File: src/rtl/mult_div_unit_if.sv
// Request/result bundle between the execute stage and the HI/LO multiply-divide unit.
// The execute stage drives the request side and observes busy and the HI/LO registers.
// The unit has no backpressure of its own: a start arriving while busy is high is dropped.
interface mult_div_unit_if;
  logic        start;
  logic [2:0]  op;
  logic [31:0] SrcAE;
  logic [31:0] SrcBE;
  logic        busy;
  logic [31:0] HI;
  logic [31:0] LO;

  modport master (
    output start, op, SrcAE, SrcBE,
    input  busy, HI, LO
  );

  modport slave (
    input  start, op, SrcAE, SrcBE,
    output busy, HI, LO
  );
endinterface

File: src/rtl/mult_div_unit.sv
// Multi-cycle MULT/MULTU/DIV/DIVU unit owning HI/LO, plus zero-latency MTHI/MTLO.
// Latency: MULT_CYCLES or DIV_CYCLES busy cycles; MTHI/MTLO write at the accepting edge.
// Backpressure: busy is high while an operation runs; start during busy is ignored.
// Macro MDU_DIV_EN compiles in the divider and DIV state; without it DIV/DIVU are no-ops.
module mult_div_unit #(
  parameter int MULT_CYCLES = 5,
  parameter int DIV_CYCLES  = 10
) (
  input logic            clk,
  input logic            reset,
  mult_div_unit_if.slave bus
);

  localparam logic [2:0] OP_MULT  = 3'd0;
  localparam logic [2:0] OP_MULTU = 3'd1;
  localparam logic [2:0] OP_DIV   = 3'd2;
  localparam logic [2:0] OP_DIVU  = 3'd3;
  localparam logic [2:0] OP_MTHI  = 3'd4;
  localparam logic [2:0] OP_MTLO  = 3'd5;

  // Both latencies must fit the 4-bit down-counter and be non-zero.
  if (MULT_CYCLES < 1 || MULT_CYCLES > 15 || DIV_CYCLES < 1 || DIV_CYCLES > 15) begin : g_bad_cfg
    $error("mult_div_unit: MULT_CYCLES and DIV_CYCLES must lie in 1..15");
  end

  typedef enum logic [1:0] {
    S_IDLE = 2'd0,
    S_MUL  = 2'd1
`ifdef MDU_DIV_EN
    ,
    S_DIV  = 2'd2
`endif
  } state_t;

  state_t      state_q, state_d;
  logic [3:0]  cnt_q, cnt_d;
  logic        busy_q, busy_d;
  logic [31:0] hi_q, hi_d;
  logic [31:0] lo_q, lo_d;
  logic [31:0] a_q, a_d;
  logic [31:0] b_q, b_d;
  logic        sgn_q, sgn_d;

  logic        accept;
  logic [63:0] mul_a;
  logic [63:0] mul_b;
  logic [63:0] prod;

  assign accept = bus.start && !busy_q;

  // Signed products come from sign-extending both operands to 64 bits; the low
  // 64 bits of that product equal the two's-complement signed product.
  assign mul_a = sgn_q ? {{32{a_q[31]}}, a_q} : {32'd0, a_q};
  assign mul_b = sgn_q ? {{32{b_q[31]}}, b_q} : {32'd0, b_q};
  assign prod  = mul_a * mul_b;

`ifdef MDU_DIV_EN
  logic        a_neg;
  logic        b_neg;
  logic [31:0] a_mag;
  logic [31:0] b_mag;
  logic [31:0] div_den;
  logic [31:0] q_mag;
  logic [31:0] r_mag;
  logic [31:0] quo;
  logic [31:0] rem;

  // Divide magnitudes, then restore signs: quotient truncates toward zero and
  // the remainder follows the dividend. Working on magnitudes keeps the
  // 0x80000000 / -1 corner well defined (it wraps to 0x80000000).
  assign a_neg   = sgn_q && a_q[31];
  assign b_neg   = sgn_q && b_q[31];
  assign a_mag   = a_neg ? (32'd0 - a_q) : a_q;
  assign b_mag   = b_neg ? (32'd0 - b_q) : b_q;
  assign div_den = (b_mag == 32'd0) ? 32'd1 : b_mag;
  assign q_mag   = a_mag / div_den;
  assign r_mag   = a_mag % div_den;
  assign quo     = (a_neg ^ b_neg) ? (32'd0 - q_mag) : q_mag;
  assign rem     = a_neg ? (32'd0 - r_mag) : r_mag;
`endif

  // Next-state: accept in IDLE, count down while busy, commit HI/LO on the last edge.
  always_comb begin
    state_d = state_q;
    cnt_d   = cnt_q;
    busy_d  = busy_q;
    hi_d    = hi_q;
    lo_d    = lo_q;
    a_d     = a_q;
    b_d     = b_q;
    sgn_d   = sgn_q;

    case (state_q)
      S_IDLE: begin
        if (accept) begin
          case (bus.op)
            OP_MULT, OP_MULTU: begin
              a_d     = bus.SrcAE;
              b_d     = bus.SrcBE;
              sgn_d   = (bus.op == OP_MULT);
              cnt_d   = 4'(MULT_CYCLES);
              busy_d  = 1'b1;
              state_d = S_MUL;
            end
`ifdef MDU_DIV_EN
            OP_DIV, OP_DIVU: begin
              a_d     = bus.SrcAE;
              b_d     = bus.SrcBE;
              sgn_d   = (bus.op == OP_DIV);
              cnt_d   = 4'(DIV_CYCLES);
              busy_d  = 1'b1;
              state_d = S_DIV;
            end
`endif
            OP_MTHI: hi_d = bus.SrcAE;
            OP_MTLO: lo_d = bus.SrcAE;
            // Ops 6/7 (and DIV/DIVU when the divider is absent) do nothing.
            default: ;
          endcase
        end
      end

      S_MUL: begin
        cnt_d = cnt_q - 4'd1;
        if (cnt_q <= 4'd1) begin
          cnt_d   = 4'd0;
          hi_d    = prod[63:32];
          lo_d    = prod[31:0];
          busy_d  = 1'b0;
          state_d = S_IDLE;
        end
      end

`ifdef MDU_DIV_EN
      S_DIV: begin
        cnt_d = cnt_q - 4'd1;
        if (cnt_q <= 4'd1) begin
          cnt_d   = 4'd0;
          // A zero divisor still occupies the full latency but leaves HI/LO alone.
          if (b_q != 32'd0) begin
            hi_d = rem;
            lo_d = quo;
          end
          busy_d  = 1'b0;
          state_d = S_IDLE;
        end
      end
`endif

      default: begin
        cnt_d   = 4'd0;
        busy_d  = 1'b0;
        state_d = S_IDLE;
      end
    endcase
  end

  // State, counter, HI/LO and latched operands; reset aborts any operation in flight.
  always_ff @(posedge clk or negedge reset) begin
    if (!reset) begin
      state_q <= S_IDLE;
      cnt_q   <= 4'd0;
      busy_q  <= 1'b0;
      hi_q    <= 32'd0;
      lo_q    <= 32'd0;
      a_q     <= 32'd0;
      b_q     <= 32'd0;
      sgn_q   <= 1'b0;
    end else begin
      state_q <= state_d;
      cnt_q   <= cnt_d;
      busy_q  <= busy_d;
      hi_q    <= hi_d;
      lo_q    <= lo_d;
      a_q     <= a_d;
      b_q     <= b_d;
      sgn_q   <= sgn_d;
    end
  end

  assign bus.busy = busy_q;
  assign bus.HI   = hi_q;
  assign bus.LO   = lo_q;

endmodule

File: src/flat_wrapper.sv
// flat-port wrapper written by rule: the top's interface ports become plain ports
module mult_div_unit_flat 
#(
  parameter int MULT_CYCLES = 5,
  parameter int DIV_CYCLES  = 10
)
  (clk, reset, bus_start, bus_op, bus_SrcAE, bus_SrcBE, bus_busy, bus_HI, bus_LO);
  mult_div_unit_if bus_i ();
  input logic clk;
  input logic reset;
  input wire logic [$bits(bus_i.start)-1:0] bus_start;
  input wire logic [$bits(bus_i.op)-1:0] bus_op;
  input wire logic [$bits(bus_i.SrcAE)-1:0] bus_SrcAE;
  input wire logic [$bits(bus_i.SrcBE)-1:0] bus_SrcBE;
  output wire logic [$bits(bus_i.busy)-1:0] bus_busy;
  output wire logic [$bits(bus_i.HI)-1:0] bus_HI;
  output wire logic [$bits(bus_i.LO)-1:0] bus_LO;
  assign bus_i.start = bus_start;
  assign bus_i.op = bus_op;
  assign bus_i.SrcAE = bus_SrcAE;
  assign bus_i.SrcBE = bus_SrcBE;
  assign bus_busy = bus_i.busy;
  assign bus_HI = bus_i.HI;
  assign bus_LO = bus_i.LO;
  mult_div_unit #(.MULT_CYCLES(MULT_CYCLES), .DIV_CYCLES(DIV_CYCLES)) u_core (.clk(clk), .reset(reset), .bus(bus_i));
endmodule
File: config.mk
export PLATFORM = sky130hd
export DESIGN_NAME = mult_div_unit_flat
export DESIGN_NICKNAME = d
export VERILOG_FILES = /design/src/rtl/mult_div_unit_if.sv /design/src/rtl/mult_div_unit.sv /design/src/flat_wrapper.sv
export SDC_FILE = /design/constraint.sdc
export NUM_CORES = 2
export LEC_CHECK = 0
export ABC_AREA = 1
export BUFFER_PORTS_ARGS = -buffer_cell sky130_fd_sc_hd__buf_4
export CAP_MARGIN = 20
export CORE_MARGIN = 5
export CORE_UTILIZATION = 30
export DETAILED_ROUTE_END_ITERATION = 8
export GPL_TIMING_DRIVEN = 1
export HOLD_SLACK_MARGIN = 0.03
export SYNTH_ARGS = -nofsm -noshare
export SYNTH_HDL_FRONTEND = slang
export SYNTH_SLANG_ARGS = --single-unit
File: constraint.sdc
create_clock -name clk -period 8.8 [get_ports clk]
set_clock_uncertainty 0.2 [all_clocks]
set_input_delay 0.44 -clock clk [delete_from_list [all_inputs] [get_ports clk]]
set_output_delay 0.44 -clock clk [all_outputs]
set_load 0.05 [all_outputs]
* Yosys cells after proc, flatten, opt, wreduce, memory -nomap -nowiden
Index checks and enable logic that the tools add are counted.
W data, S select, Z words.
** Word-level totals
- Register bits :: 136
- Output and inout port bits :: 65
- Logic and storage cells :: 53
** Operators by class
- Add/sub/neg operators :: 1
- $mul :: 1
- Magnitude comparators :: 1
- Equality and inequality tests :: 9
- Muxes and demuxes :: 22
- Reduce and logical (&&, ||, !) cells :: 11
** Operators by type and width (number)
- $mux W32 :: 6
- $mux W64 :: 2
- $pmux W32 S2 :: 2
- $mul A64 B64 Y64 :: 1
- $mux W4 :: 3
- $pmux W4 S2 :: 1
- $reduce_and A4 Y1 :: 2
- $eq A3 B3 Y1 const B :: 2
- $mux W2 :: 3
- $ne A2 B2 Y1 const B :: 3
- $reduce_and A3 Y1 :: 2
- $le A4 B1 Y1 const B :: 1
- $ne A2 B1 Y1 const B :: 2
- $pmux W2 S2 :: 1
- $sub A4 B1 Y4 const B :: 1
- $eq A3 B1 Y1 const B :: 1
- $logic_not A3 Y1 :: 1
- $mux W1 :: 3
- $eq A2 B1 Y1 const B :: 1
- $logic_not A2 Y1 :: 1
- $pmux W1 S2 :: 1
- $reduce_and A2 Y1 :: 1
- $reduce_bool A2 Y1 :: 1
- $reduce_or A2 Y1 :: 1
- 2 further kinds :: 2

* Longest topological paths before layout
- Word-level depth :: 5
- Depth in mapped cells :: 40
- Mapped depth without buffers :: 39

* Least setup slack after synthesis
Ideal clock, no wire load.
- Path type :: register to register
- From :: register u_core.sgn_q
- To :: register u_core.hi_q[31], in the netlist u_core.bus.HI[31]
- Setup time :: 0.077 ns
- Data arrival time :: 8.509 ns
- Required time :: 8.523 ns
- Slack :: 0.014 ns
- Stages on the path, launching flop included :: 33
- Cell sequence :: dfrtp_1 > inv_2 > clkbuf_1 > nor2_1 > fa_1 > inv_1 > fa_1 > inv_1 > fa_1 > inv_1 > fa_1 > inv_1 > fa_1 > fa_1 > fa_1 > inv_1 > fa_1 > inv_1 > fa_1 > inv_1 > fa_1 > inv_1 > ha_1 > nand2_1 > nor3_1 > nand2_1 > nor2_1 > nand4_1 > nand2_1 > inv_1 > nand2_1 > nand3_1 > a21oi_1
** Between the ends
- Word-level cells in the longest chain between the ends :: 4
** RTL lines
- start: declaration :: line mult_div_unit.sv:42 : logic sgn_q, sgn_d;
- start signal: assignment :: line mult_div_unit.sv:177 : sgn_q <= sgn_d;
- $mux W64, on equally long branches :: line mult_div_unit.sv:53, mult_div_unit.sv:54
- $mul A64 B64 Y64 * :: line mult_div_unit.sv:55 : assign prod = mul_a * mul_b;
- $mux W32 * :: line mult_div_unit.sv:125 : if (cnt_q <= 4'd1) begin
- $pmux W32 S2 * :: line mult_div_unit.sv:93 : case (state_q)
- end signal: assignment :: line mult_div_unit.sv:173 : hi_q <= hi_d;
- end: declaration :: line mult_div_unit.sv:38 : logic [31:0] hi_q, hi_d;
Every way passes the cells marked *; elsewhere a longest branch is shown, timed or not. The select of a mux whose other input is x is not followed.
A chain may end at the register's enable or synchronous reset.

* Final worst setup path
- From :: register u_core.sgn_q
- To :: register u_core.hi_q[14], in the netlist u_core.bus.HI[14]
Same word-level chain as after synthesis.

==> impl_metrics.csv <==
group,metric,value,unit
timing,fin_crit,8.73,ns
timing,slew_viol_final,0,
critical_path,cp_slowest_cell,"fa_1",
clock_tree,cts_buffers,17,
clock_tree,clock_latency,0.54,ns
yosys,async_reset_ff_share,100,%
route,routed_wl,194000,um
timing,tightest_slew,1.05,ns
layout,area_delta_synth_final,20.2,%
yosys,synthXorXnorAreaFrac,0.331,%
yosys,synth-adder-area-share,58.1,%
critical_path,max_stage_delay,0.59,ns
clock_tree,clock_path_buffers,2,
layout,final_common_cell,"inv_1",
clock_tree,cts-htree-levels,4,
critical_path,start_kind,"register",
floorplanning,start_util,30.0,%
min_path,worstHoldPathType,"input port to register",
clock_tree,clk_pin_slew_worst_paths,0.07,ns
floorplanning,fp.dieH,440,um
grt,grt_pass1_vias,49800,
yosys,synthCells,6857,
place,gp_congestion,0.946,
layout,layout-drive-gt1-share,15.9,%
route,viasPerCell,4.55,
floorplanning,placement_rows,158,
yosys,seq_area_frac_synth,6.04,%
critical_path,crit_arrival,8.89,ns
grt,grt-ovfl-total,0,
floorplanning,core,185000,um^2
yosys,synth.avg_cell_area,8.10,um^2
route,first_iter_violations,2805,
timing,worst_slack,0.0731,ns
layout,fin_area,66800,um^2
grt,track_usage,20.5,%
route,wl_per_cell,19.6,um
place,placed_area,63900,um^2
clock_tree,cts_sinks,134,
route,drc_errors,0,
grt,antenna_found_initial,4,
floorplanning,die_area,194000,um^2
timing,hold_viol,0,
yosys,synth-simple-area-share,14.2,%
clock_tree,clockRootBuffer,"clkbuf_16",
grt,grt_pass1_wl,299000,um
yosys,ys_types,50,
grt,grt_max_degree,62,
yosys,netlist_area,55500,um^2
yosys,synth_edf_count,0,
timing,finalCritPeriodShare,99.2,%
place,portBuffers,134,
timing,grt_setup_unrepaired,"yes",
floorplanning,fp.dieW,440,um
place,place_ws,-0.420,ns
yosys,synth_nets,8656,
timing,finalSetupTns,0,ns
clock_tree,cts_tree,"done",
timing,finalSetupViolCount,0,
place,dp_hpwl,168000,um
yosys,muxShareOfSynthArea,0,%
yosys,synth_top_family_by_area,"adder cells",
yosys,synthFlopType,"dfrtp_1",
timing,slew_headroom,30.1,%
yosys,ys_seq_elements,134,
timing,clock.fmax,0.115,GHz
floorplanning,num_io_pins,135,
status,status,"complete, no violations",
layout,nets,9215,
critical_path,crit_top_cell,"fa_1",
yosys,synth_warnings,0,
critical_path,worst-path-max-fanout,5,
route,first_pass_iters,5,
layout,final_cell_mix,"inv_1 (2259), nand2_1 (1452), fa_1 (1369)",
critical_path,cp_data_required_time,8.97,ns
critical_path,end_kind,"register",
route,vias,45100,
run,max_cap_violations,0,
critical_path,worstSetupPathType,"register to register",
route,ant_nets,0,
yosys,synth_compound_area_share,3.64,%
-- state kept, by name (all words and copies together) (netlist names) --
signal / count
u_core.a_q: 32
u_core.b_q: 32
u_core.bus.HI: 32
u_core.bus.LO: 32
u_core.cnt_q: 4
u_core.sgn_q: 1
u_core.state_q: 1
-- what timing repair did --
| item | 4_1_cts | 5_1_grt |
|---|---|---|
| pin swaps | 17 | 119 |
| endpoints found under the setup margin | 29 | 37 |
| endpoints found under the hold margin | 119 | 0 |
| gates cloned | 0 | 1 |
| hold buffers | 58 | 0 |
| buffers inserted | 11 | 25 |
| resized for setup | 77 | 350 |
-- routing by layer --
metal,up-vias,part of all wire [%],global-route usage (%)
met4,0,6.2,10.5
met5,-,0,0
met3,348,5.3,2.44
li1,20100,-,-
met1,23300,39,25.3
met2,1397,49,35.2
-- stage by stage --
step / util (%) / hold WS [ns] / std cells
after floorplan: - / -0.0556 / 6857
after global placement: 34.5 / 0.290 / 9782
after detailed placement: 34.5 / 0.286 / 9782
after CTS: 35.3 / 0.0325 / 9883
after global routing: 36.1 / 0.0810 / 9913
final: 36.1 / 0.0769 / 9913
-- worst max-delay path, delay by kind of cell (launching register included) --
kind                       cells  cell delay, ns
and+or+nand+nor                7            0.86
adders and majority gates     11            5.53
buffers and inverters         12            1.19
DFF                            1            0.48
AOI/OAI and AO/OA              3            0.30
-- logic make-up (layout without fill, tap and decap cells) --
group / Yosys count / in the layout
AO/OA/AOI/OAI: 357 / 357
XOR/XNOR: 21 / 21
adder cells (fa/ha/maj): 1729 / 1729
buffers and inverters: 2602 / 3174
flip-flops: 134 / 134
other: 0 / 4
AND/OR/NAND/NOR: 2014 / 2014
-- worst paths after layout --
check / startpoint / endpoint / slack [ns] / depth (start not counted)
max in group asynchronous: reset / u_core.bus.LO[1] / 6.81 / 3
setup reg to reg: u_core.sgn_q / u_core.bus.HI[14] / 0.07 / 33
hold reg to reg: u_core.bus.LO[4] / u_core.bus.LO[4] / 0.31 / 2
min in group asynchronous: reset / u_core.bus.HI[22] / 0.24 / 2
hold / removal: bus_SrcAE[12] / u_core.a_q[12] / 0.08 / 3
setup / recovery: u_core.sgn_q / u_core.bus.HI[14] / 0.07 / 33
-- synth_stat cells, drive strengths merged (21+ instances only) --
master,number,area share (%)
o21ai,117,1.1
dfrtp,134,6.0
or2,21,0.24
inv,2302,16
nand4,25,0.28
ha,310,7.0
nor2,359,2.5
a21oi,148,1.3
clkbuf,289,2.0
fa,1419,51
nand3,97,0.91
a31oi,40,0.45
nand2,1488,10
-- area by class of cell --
cell class,instances,area [um^2]
antenna,4,10.0
clock buffer,18,439
fill,19100,118000
inverter,2305,8670
tap,2480,3100
multi-input combinational,4121,43700
sequential,134,3370
clock inverter,14,128
timing repair buffer,837,7360
Power is not shown: default switching activity piles up to over one toggle a cycle in this logic, so the estimate is an artifact.
